File: config.mk
export PLATFORM = sky130hd
export DESIGN_NAME = aud_trace_rx
export DESIGN_NICKNAME = d
export VERILOG_FILES = /design/src/rtl/aud_trace_rx.sv
export SDC_FILE = /design/constraint.sdc
export NUM_CORES = 1
export LEC_CHECK = 0
export CORE_ASPECT_RATIO = 1.2
export CORE_UTILIZATION = 50
export DETAILED_ROUTE_END_ITERATION = 8
export PLACE_DENSITY = 0.67
export SYNTH_ARGS = -nofsm -noshare
export SYNTH_HDL_FRONTEND = slang
export SYNTH_SLANG_ARGS = --single-unit
File: constraint.sdc
create_clock -name clk_sys_i -period 13.6 [get_ports clk_sys_i]
set_input_delay 2.72 -clock clk_sys_i [delete_from_list [all_inputs] [get_ports clk_sys_i]]
set_output_delay 2.72 -clock clk_sys_i [all_outputs]
set_load 0.01 [all_outputs]
File: src/rtl/aud_trace_rx.sv
// aud_trace_rx
//   Branch-trace receiver for the AUD debug port. Synchronises AUDCK/AUDSYNC/
//   AUDATA into clk_sys_i, decodes header/address nibbles, rebuilds compressed
//   branch addresses against the previous address and queues finished records
//   in a FIFO drained by aud_core over a valid/ready stream.
//
// Ports
//   clk_sys_i, rst_n_i           system clock, async active-low reset
//   aud_ck_i, aud_nsync_i        AUDCK / AUDSYNC pins (asynchronous)
//   aud_data_i[3:0]              AUDATA nibble
//   en_i                         receiver enable
//   clr_i                        synchronous clear (FIFO, counters, error, prev addr)
//   trc_valid_o / trc_ready_i    head-record handshake
//   trc_addr_o[31:0], trc_type_o head record contents
//   fifo_level_o[LVL_W-1:0]      stored record count
//   ovf_cnt_o[15:0]              dropped record count (saturating)
//   err_o                        sticky protocol error
module aud_trace_rx #(
    parameter int unsigned DEPTH = 16,
    parameter int unsigned LVL_W = 5
) (
    input  logic             clk_sys_i,
    input  logic             rst_n_i,
    input  logic             aud_ck_i,
    input  logic             aud_nsync_i,
    input  logic [3:0]       aud_data_i,
    input  logic             en_i,
    input  logic             clr_i,
    output logic             trc_valid_o,
    input  logic             trc_ready_i,
    output logic [31:0]      trc_addr_o,
    output logic [1:0]       trc_type_o,
    output logic [LVL_W-1:0] fifo_level_o,
    output logic [15:0]      ovf_cnt_o,
    output logic             err_o
);
    localparam int unsigned PTR_W = $clog2(DEPTH);

    typedef enum logic [1:0] {S_IDLE, S_CAPTURE, S_PUSH} state_t;

    // ---------------- input synchronisers ----------------
    logic [2:0] r_ck_sync;
    logic [1:0] r_ns_sync;
    logic [3:0] r_dat_s1, r_dat_s2;

    always_ff @(posedge clk_sys_i or negedge rst_n_i) begin
        if (!rst_n_i) begin
            r_ck_sync <= '0;
            r_ns_sync <= '0;
            r_dat_s1  <= '0;
            r_dat_s2  <= '0;
        end else begin
            r_ck_sync <= {r_ck_sync[1:0], aud_ck_i};
            r_ns_sync <= {r_ns_sync[0], aud_nsync_i};
            r_dat_s1  <= aud_data_i;
            r_dat_s2  <= r_dat_s1;
        end
    end

    logic w_rise, w_hdr, w_pay;
    assign w_rise = r_ck_sync[1] & ~r_ck_sync[2];
    assign w_hdr  = w_rise & ~r_ns_sync[1];
    assign w_pay  = w_rise &  r_ns_sync[1];

    // ---------------- message FSM ----------------
    state_t      r_state;
    logic [1:0]  r_type;
    logic [1:0]  r_len;
    logic [3:0]  r_cnt;
    logic [31:0] r_shift;
    logic [31:0] r_prev;
    logic        r_err;

    // Nibbles enter at the top of r_shift, so after L nibbles the payload sits
    // in the upper 4L bits with the first (least significant) nibble lowest.
    logic [5:0]  w_nbits;
    logic [31:0] w_keep_mask;
    logic [31:0] w_new_addr;

    always_comb begin
        w_nbits     = 6'd4 << r_len;
        w_keep_mask = (w_nbits == 6'd32) ? 32'h0000_0000 : (32'hFFFF_FFFF << w_nbits);
        w_new_addr  = (r_prev & w_keep_mask) | (r_shift >> (6'd32 - w_nbits));
    end

    always_ff @(posedge clk_sys_i or negedge rst_n_i) begin
        if (!rst_n_i) begin
            r_state <= S_IDLE;
            r_type  <= '0;
            r_len   <= '0;
            r_cnt   <= '0;
            r_shift <= '0;
            r_prev  <= '0;
            r_err   <= 1'b0;
        end else if (clr_i) begin
            r_state <= S_IDLE;
            r_prev  <= '0;
            r_err   <= 1'b0;
        end else if (!en_i) begin
            r_state <= S_IDLE;
        end else begin
            if (r_state == S_PUSH)
                r_prev <= w_new_addr;
            // A header is taken in every state; in CAPTURE it aborts the
            // partial message, and a reserved type is flagged right away.
            if (w_hdr) begin
                r_state <= S_CAPTURE;
                r_type  <= r_dat_s2[3:2];
                r_len   <= r_dat_s2[1:0];
                r_cnt   <= 4'd1 << r_dat_s2[1:0];
                if (r_state == S_CAPTURE || r_dat_s2[3:2] == 2'b11)
                    r_err <= 1'b1;
            end else begin
                case (r_state)
                    S_CAPTURE: begin
                        if (r_cnt == 4'd0) begin
                            r_state <= S_PUSH;
                        end else if (w_pay) begin
                            r_shift <= {r_dat_s2, r_shift[31:4]};
                            r_cnt   <= r_cnt - 4'd1;
                        end
                    end
                    S_PUSH:  r_state <= S_IDLE;
                    default: r_state <= S_IDLE;
                endcase
            end
        end
    end

    // ---------------- record FIFO ----------------
    logic [33:0]      r_mem [DEPTH];
    logic [PTR_W-1:0] r_wr, r_rd;
    logic [LVL_W-1:0] r_level;
    logic [15:0]      r_ovf;
    logic             w_push, w_valid, w_full, w_pop, w_wr;

    assign w_push  = (r_state == S_PUSH) && (r_type != 2'b11) && en_i && !clr_i;
    assign w_valid = (r_level != '0);
    assign w_full  = (r_level == LVL_W'(DEPTH));
    assign w_pop   = w_valid && trc_ready_i && !clr_i;
    assign w_wr    = w_push && (!w_full || w_pop);

    always_ff @(posedge clk_sys_i or negedge rst_n_i) begin
        if (!rst_n_i) begin
            r_wr    <= '0;
            r_rd    <= '0;
            r_level <= '0;
            r_ovf   <= '0;
        end else if (clr_i) begin
            r_wr    <= '0;
            r_rd    <= '0;
            r_level <= '0;
            r_ovf   <= '0;
        end else begin
            if (w_wr)
                r_wr <= r_wr + PTR_W'(1);
            if (w_pop)
                r_rd <= r_rd + PTR_W'(1);
            if (w_push && !w_wr && r_ovf != 16'hFFFF)
                r_ovf <= r_ovf + 16'd1;
            if (w_wr && !w_pop)
                r_level <= r_level + LVL_W'(1);
            else if (!w_wr && w_pop)
                r_level <= r_level - LVL_W'(1);
        end
    end

    always_ff @(posedge clk_sys_i) begin
        if (w_wr)
            r_mem[r_wr] <= {r_type, w_new_addr};
    end

    assign trc_valid_o  = w_valid;
    assign trc_addr_o   = w_valid ? r_mem[r_rd][31:0]  : '0;
    assign trc_type_o   = w_valid ? r_mem[r_rd][33:32] : '0;
    assign fifo_level_o = r_level;
    assign ovf_cnt_o    = r_ovf;
    assign err_o        = r_err;

endmodule

======== Word-level counts from Yosys, hierarchy flattened ========
Memory sizes are Yosys's and may differ from the RTL's.
Index checks and enable logic that the tools add are counted.
storage, ports and cells
  output and inout bits ................... 57
  RAM bits ................................ 544
  memories ................................ 1
  flip-flop bits (word level) ............. 117
  bits of input ports ..................... 11
  word-level logic and storage cells ...... 109
memories
  memory  depth  bits a word  read ports  clocked after Yosys merged registers in  write ports  RTL line  source
  r_mem   16     34           1           0                                        1            131       logic [33:0] r_mem [DEPTH];
cells by class
  reduce and logical (&&, ||, !) cells .... 33
  multiplexer cells ....................... 30
  bitwise logic cells ..................... 10
  add/sub/neg operators ................... 7
  equal/unequal tests ..................... 9
  shifts and indexed selects .............. 4
operators by type and width
  kind                                                number
  2-to-1 mux 32 bit                                   5
  bitwise AND 32 bit                                  1
  2-to-1 mux 16 bit                                   2
  2-to-1 mux 4 bit                                    8
  bitwise OR 32 bit                                   1
  left shift 32 x 6 -> 32 bit (first input constant)  1
  >> shifter 32 x 6 -> 32 bit                         1
  nonzero test 2 bit                                  9
  adder 16 x 1 -> 16 bit (second input constant)      1
  != test 16 bit (second input constant)              1
  2-to-1 mux 5 bit                                    3
  2-to-1 mux 2 bit                                    6
  logical AND 1 bit                                   10
  adder 4 x 1 -> 4 bit (second input constant)        2
  equality test 6 bit (second input constant)         1
  2-to-1 mux 1 bit                                    6
  AND reduction 3 bit                                 2
  AND reduction 6 bit                                 1
  left shift 3 x 2 -> 6 bit (first input constant)    1
  subtractor 6 bit (first input constant)             1
  adder 5 x 1 -> 5 bit (second input constant)        1
  equality test 5 bit (second input constant)         1
  != test 5 x 4 -> 1 bit (second input constant)      1
  NOT 1 bit                                           5
  14 further kinds                                    22

======== Depth between registers and ports, before layout ========
  depth after elaboration ................. 10
  depth in mapped cells ................... 10

======== Worst setup path after synthesis ========
OpenSTA, ideal clock, no wires.
  path type ............................... input to register
  from .................................... in clr_i
  to ...................................... mem r_mem[0][0], enable pin
  path slack .............................. 6.201 ns
  data arrival time ....................... 6.889 ns
  data required time ...................... 13.090 ns
  buffers on the path ..................... 1
  cell stages on the path ................. 5
  cell sequence ........................... buf_2 nand4bb_1 nor2_1 nand2_1 nor4_1
on the way
  cells in the longest elaborated chain, start to end .. 6
  elaborated cells on any way between the ends .. 7
  those cells by class .................... mux (2); reduce/logical (5)
RTL lines
  item                                        RTL line  source
  from (decl)                                 28        input logic clr_i,
  zero test 1 bit (*)                         137, 140
  logical AND 1 bit                           140       assign w_pop = w_valid && trc_ready_i && !clr_i;
  logical OR 1 bit                            141       assign w_wr = w_push && (!w_full || w_pop);
  logical AND 1 bit (*)                       141
  2-to-1 mux 1 bit (*)                        169       if (w_wr)
  2-to-1 mux 1 bit (implied by the code) (*)  170       r_mem[r_wr] <= {r_type, w_new_addr};
  to (decl)                                   131
Mark *: on every way between the ends. The rest lies on a longest branch, timed or not.

======== Final worst setup path ========
  from .................................... reg r_rd[0]
  to ...................................... out trc_addr_o[13]
on the way
  cells in the longest elaborated chain, start to end .. 2
RTL lines
  item                    RTL line  source
  from (decl)             132       logic [PTR_W-1:0] r_wr, r_rd;
  from (signal assigned)  158       r_rd <= r_rd + PTR_W'(1);
  memory (16 x 34 bit)    -
  2-to-1 mux 32 bit       174       assign trc_addr_o = w_valid ? r_mem[r_rd][31:0] : '0;
  to (decl)               31        output logic [31:0] trc_addr_o,
No other way between the ends.

==> results by group <==
Run status
  – Status: finished, final reports clean

Pwr
  – Internal power: roughly 3500 µW
  – Register share of total power: 0.491
  – Clock power share: 0.355
  – PD cells: 158.3 nW/µm²
  – Comb power frac: 0.154
  – Power Total: 4677 µW
  – Net Sw Power: 1130 µW
  – Peak VDD IR: ~0.10 mV
  – Leak: 0.01002 µW
  – Switching Fraction: 0.2417

Drt
  – Post-Route WL: 54140 µm
  – DR iter-0 viols: 986
  – Vias: 12540
  – # DRC: 0
  – Via/cell ratio: 5.989
  – Wirelength per Cell: 25.85 µm
  – ANT nets after route: 0
  – Pre-Repair DR Iteration Count: 5

Die
  – Rows: between 90 and 100
  – Die footprint: ~53000 µm²
  – Die height: 251.7 µm
  – Die X: roughly 210 µm
  – Initial core utilization: 0.5059
  – Core area: 51350 µm²
  – Number of primary I/O pins: 68

Timing
  – # setup viols final: 0
  – Setup TNS: 0 ns
  – Pins over their slew limit: 0
  – Worst-Margin Slew: 1.287 ns
  – Final hold viol count: 0
  – Final Cycle Share: 0.5248
  – Unrepaired setup endpoints after global routing: false
  – Max-slew headroom at the worst pin: 0.1418
  – Crit path time final: 7.137 ns
  – Max Clock Skew: 0.01415 ns
  – Max Clk Rate: 0.1401 GHz

CTS
  – H-tree Lvls: 2
  – TritonCTS clock tree: yes
  – Max clock buf depth: 3
  – Clk root buf: clkbuf_16
  – Postcts setup bufs: 0
  – CTS Hold Bufs: 0
  – Skew-Pair Late Insertion Delay: 0.62 ns
  – Clock sinks: 657
  – Resize count post-CTS: 0
  – CTS Buf Count: 59
  – Reg clk slew, reported paths: 0.06 ns

Hold path
  – Type of the most critical hold path: flip-flop to flip-flop

Setup path
  – CP Max Fanout: just under 50
  – CP Data Arrival Time: roughly 4.4 ns
  – WP data required: 10.88 ns
  – Worst setup SP type: flip-flop
  – Setup Crit Path Kind: flip-flop to output port
  – CP endpoint kind: output port

Logic synthesis
  – Synth top area share: 0.6288
  – Syn_nets: 1274
  – Synth cell types: 55
  – Dominant synthesized flop cell: edfxtp_1
  – Synth Warn #: 0
  – Top-count cell post-synth: edfxtp_1
  – Synth Instances: approximately 1300
  – Number of flops mapped to enable cells by yosys: 544
  – Cell taking the most area after synthesis: edfxtp_1
  – Post-Syn Area: 25980 µm²
  – Register area share after synthesis: 0.7377
  – Async SR Flop Fraction: 0.1720
  – FF+latch count, synth: between 600 and 700
  – Mean Syn Cell Area: 20.77 µm²
  – Synth area leaders: edfxtp_1, mux4_2, dfrtp_1
  – Top post-synthesis cells by count: edfxtp_1, mux4_2, dfrtp_1

Place
  – GP Congestion: 0.7494
  – Placed wire-length estimate: 27890 µm
  – PortBufs: 67

Global route
  – First-pass GRT wire length: 82290 µm
  – GRT Total Usage: 0.2124
  – Pin count of the biggest net entering global routing: 77
  – Global route overflow: 0
  – Antenna violations before repair: 0
  – Vias in the first global route: 13190

Cells and area
  – P&R area growth vs syn: 13.71%
  – Ant diodes: 0
  – Nets@finish: between 1000 and 1500
  – Layout cell share with drive strength beyond 1: 0.2763

Run
  – Max-cap violations: 0
[cells by family after synthesis]
family	after synthesis	share of synthesized area
compound gates	86	0.02322
xor+xnor	8	0.002697
fa+ha+maj	12	0.006069
buf+inv	82	0.01272
flops	657	0.7377
mux	245	0.1828
simple gates	161	0.03478
[state kept, by name, summed over array words and instances, names as in the netlist]
signal	cells
r_cnt	4
err_o	1
r_shift	32
r_dat_s1	4
r_dat_s2	4
r_wr	4
r_ns_sync	2
r_prev	28
r_ck_sync	3
r_state	2
fifo_level_o	5
r_rd	4
r_len	2
ovf_cnt_o	16
r_mem	544
r_type	2
[critical path, cell delays in order, from the launching register on]
cell	delay [ns]
dfrtp_4	1.06
buf_4	0.82
mux4_2	0.61
mux4_2	0.48
and2_1	0.20
clkdlybuf4s50_1	0.48
[path summary, 6_finish.rpt]
kind                            cells after the start  slack, ns              end        start
worst min-delay path                                0       0.35      r_dat_s2[2]  r_dat_s1[2]
max in group asynchronous                           2      10.18        r_prev[7]      rst_n_i
worst max register to register                      9       9.94  fifo_level_o[4]    r_type[1]
worst max-delay path                                5       6.46   trc_addr_o[13]      r_rd[0]
min in group asynchronous                           1       2.11      r_dat_s1[0]      rst_n_i
worst min register to register                      0       0.35      r_dat_s2[2]  r_dat_s1[2]
[power groups by stage]
stage,registers (µW),clock network [µW],logic [µW]
after CTS,2300,1690,743
after floorplan,2270,0,539
final,2300,1660,721
after global routing,2310,1760,781
after global placement,2340,0,730
after detailed placement,2340,0,740
[per-layer routing]
layer,global-route usage,vias to the layer above,share of wire
met5,0,-,0
met4,0.06006,0,0.024
met3,0.03074,98,0.051
met2,0.3586,381,0.51
met1,0.2904,6736,0.41
li1,-,5327,-
[cell type report]
cell class | instances | area (µm²)
clock buffer | 79 | 1592
clock inverter | 33 | 337.8
fill | 3773 | 21810
inverter | 15 | 56.30
multi-input combinational | 512 | 6585
sequential | 657 | 19170
tap | 697 | 872.1
timing repair buffer | 101 | 923.4
[layout by cell type, fill, tap and decap left out, types with 22 or more instances in the layout]
master           count
a21oi_1             25
a22o_1              28
and2_1              36
buf_4               35
clkbuf_16           59
clkdlybuf4s50_1     66
dfrtp_1            109
edfxtp_1           544
mux2_2              55
mux4_2             178
nand2_1             22
nor2_1              33
[through the flow]
step / hold slack (ns) / cell area [µm²] / util / cells / worst slack, ns
after floorplan: 0.3312 / 25980 / - / 1251 / 6.201
after detailed placement: 0.3355 / 27610 / 0.5377 / 1982 / 6.961
after global placement: 0.3321 / 27610 / 0.5377 / 1982 / 6.959
final: 0.3476 / 29540 / 0.5753 / 2094 / 6.463
after CTS: 0.3498 / 29540 / 0.5753 / 2094 / 6.277
after global routing: 0.3556 / 29540 / 0.5753 / 2094 / 6.120
Power figures use the tool's default switching activity.
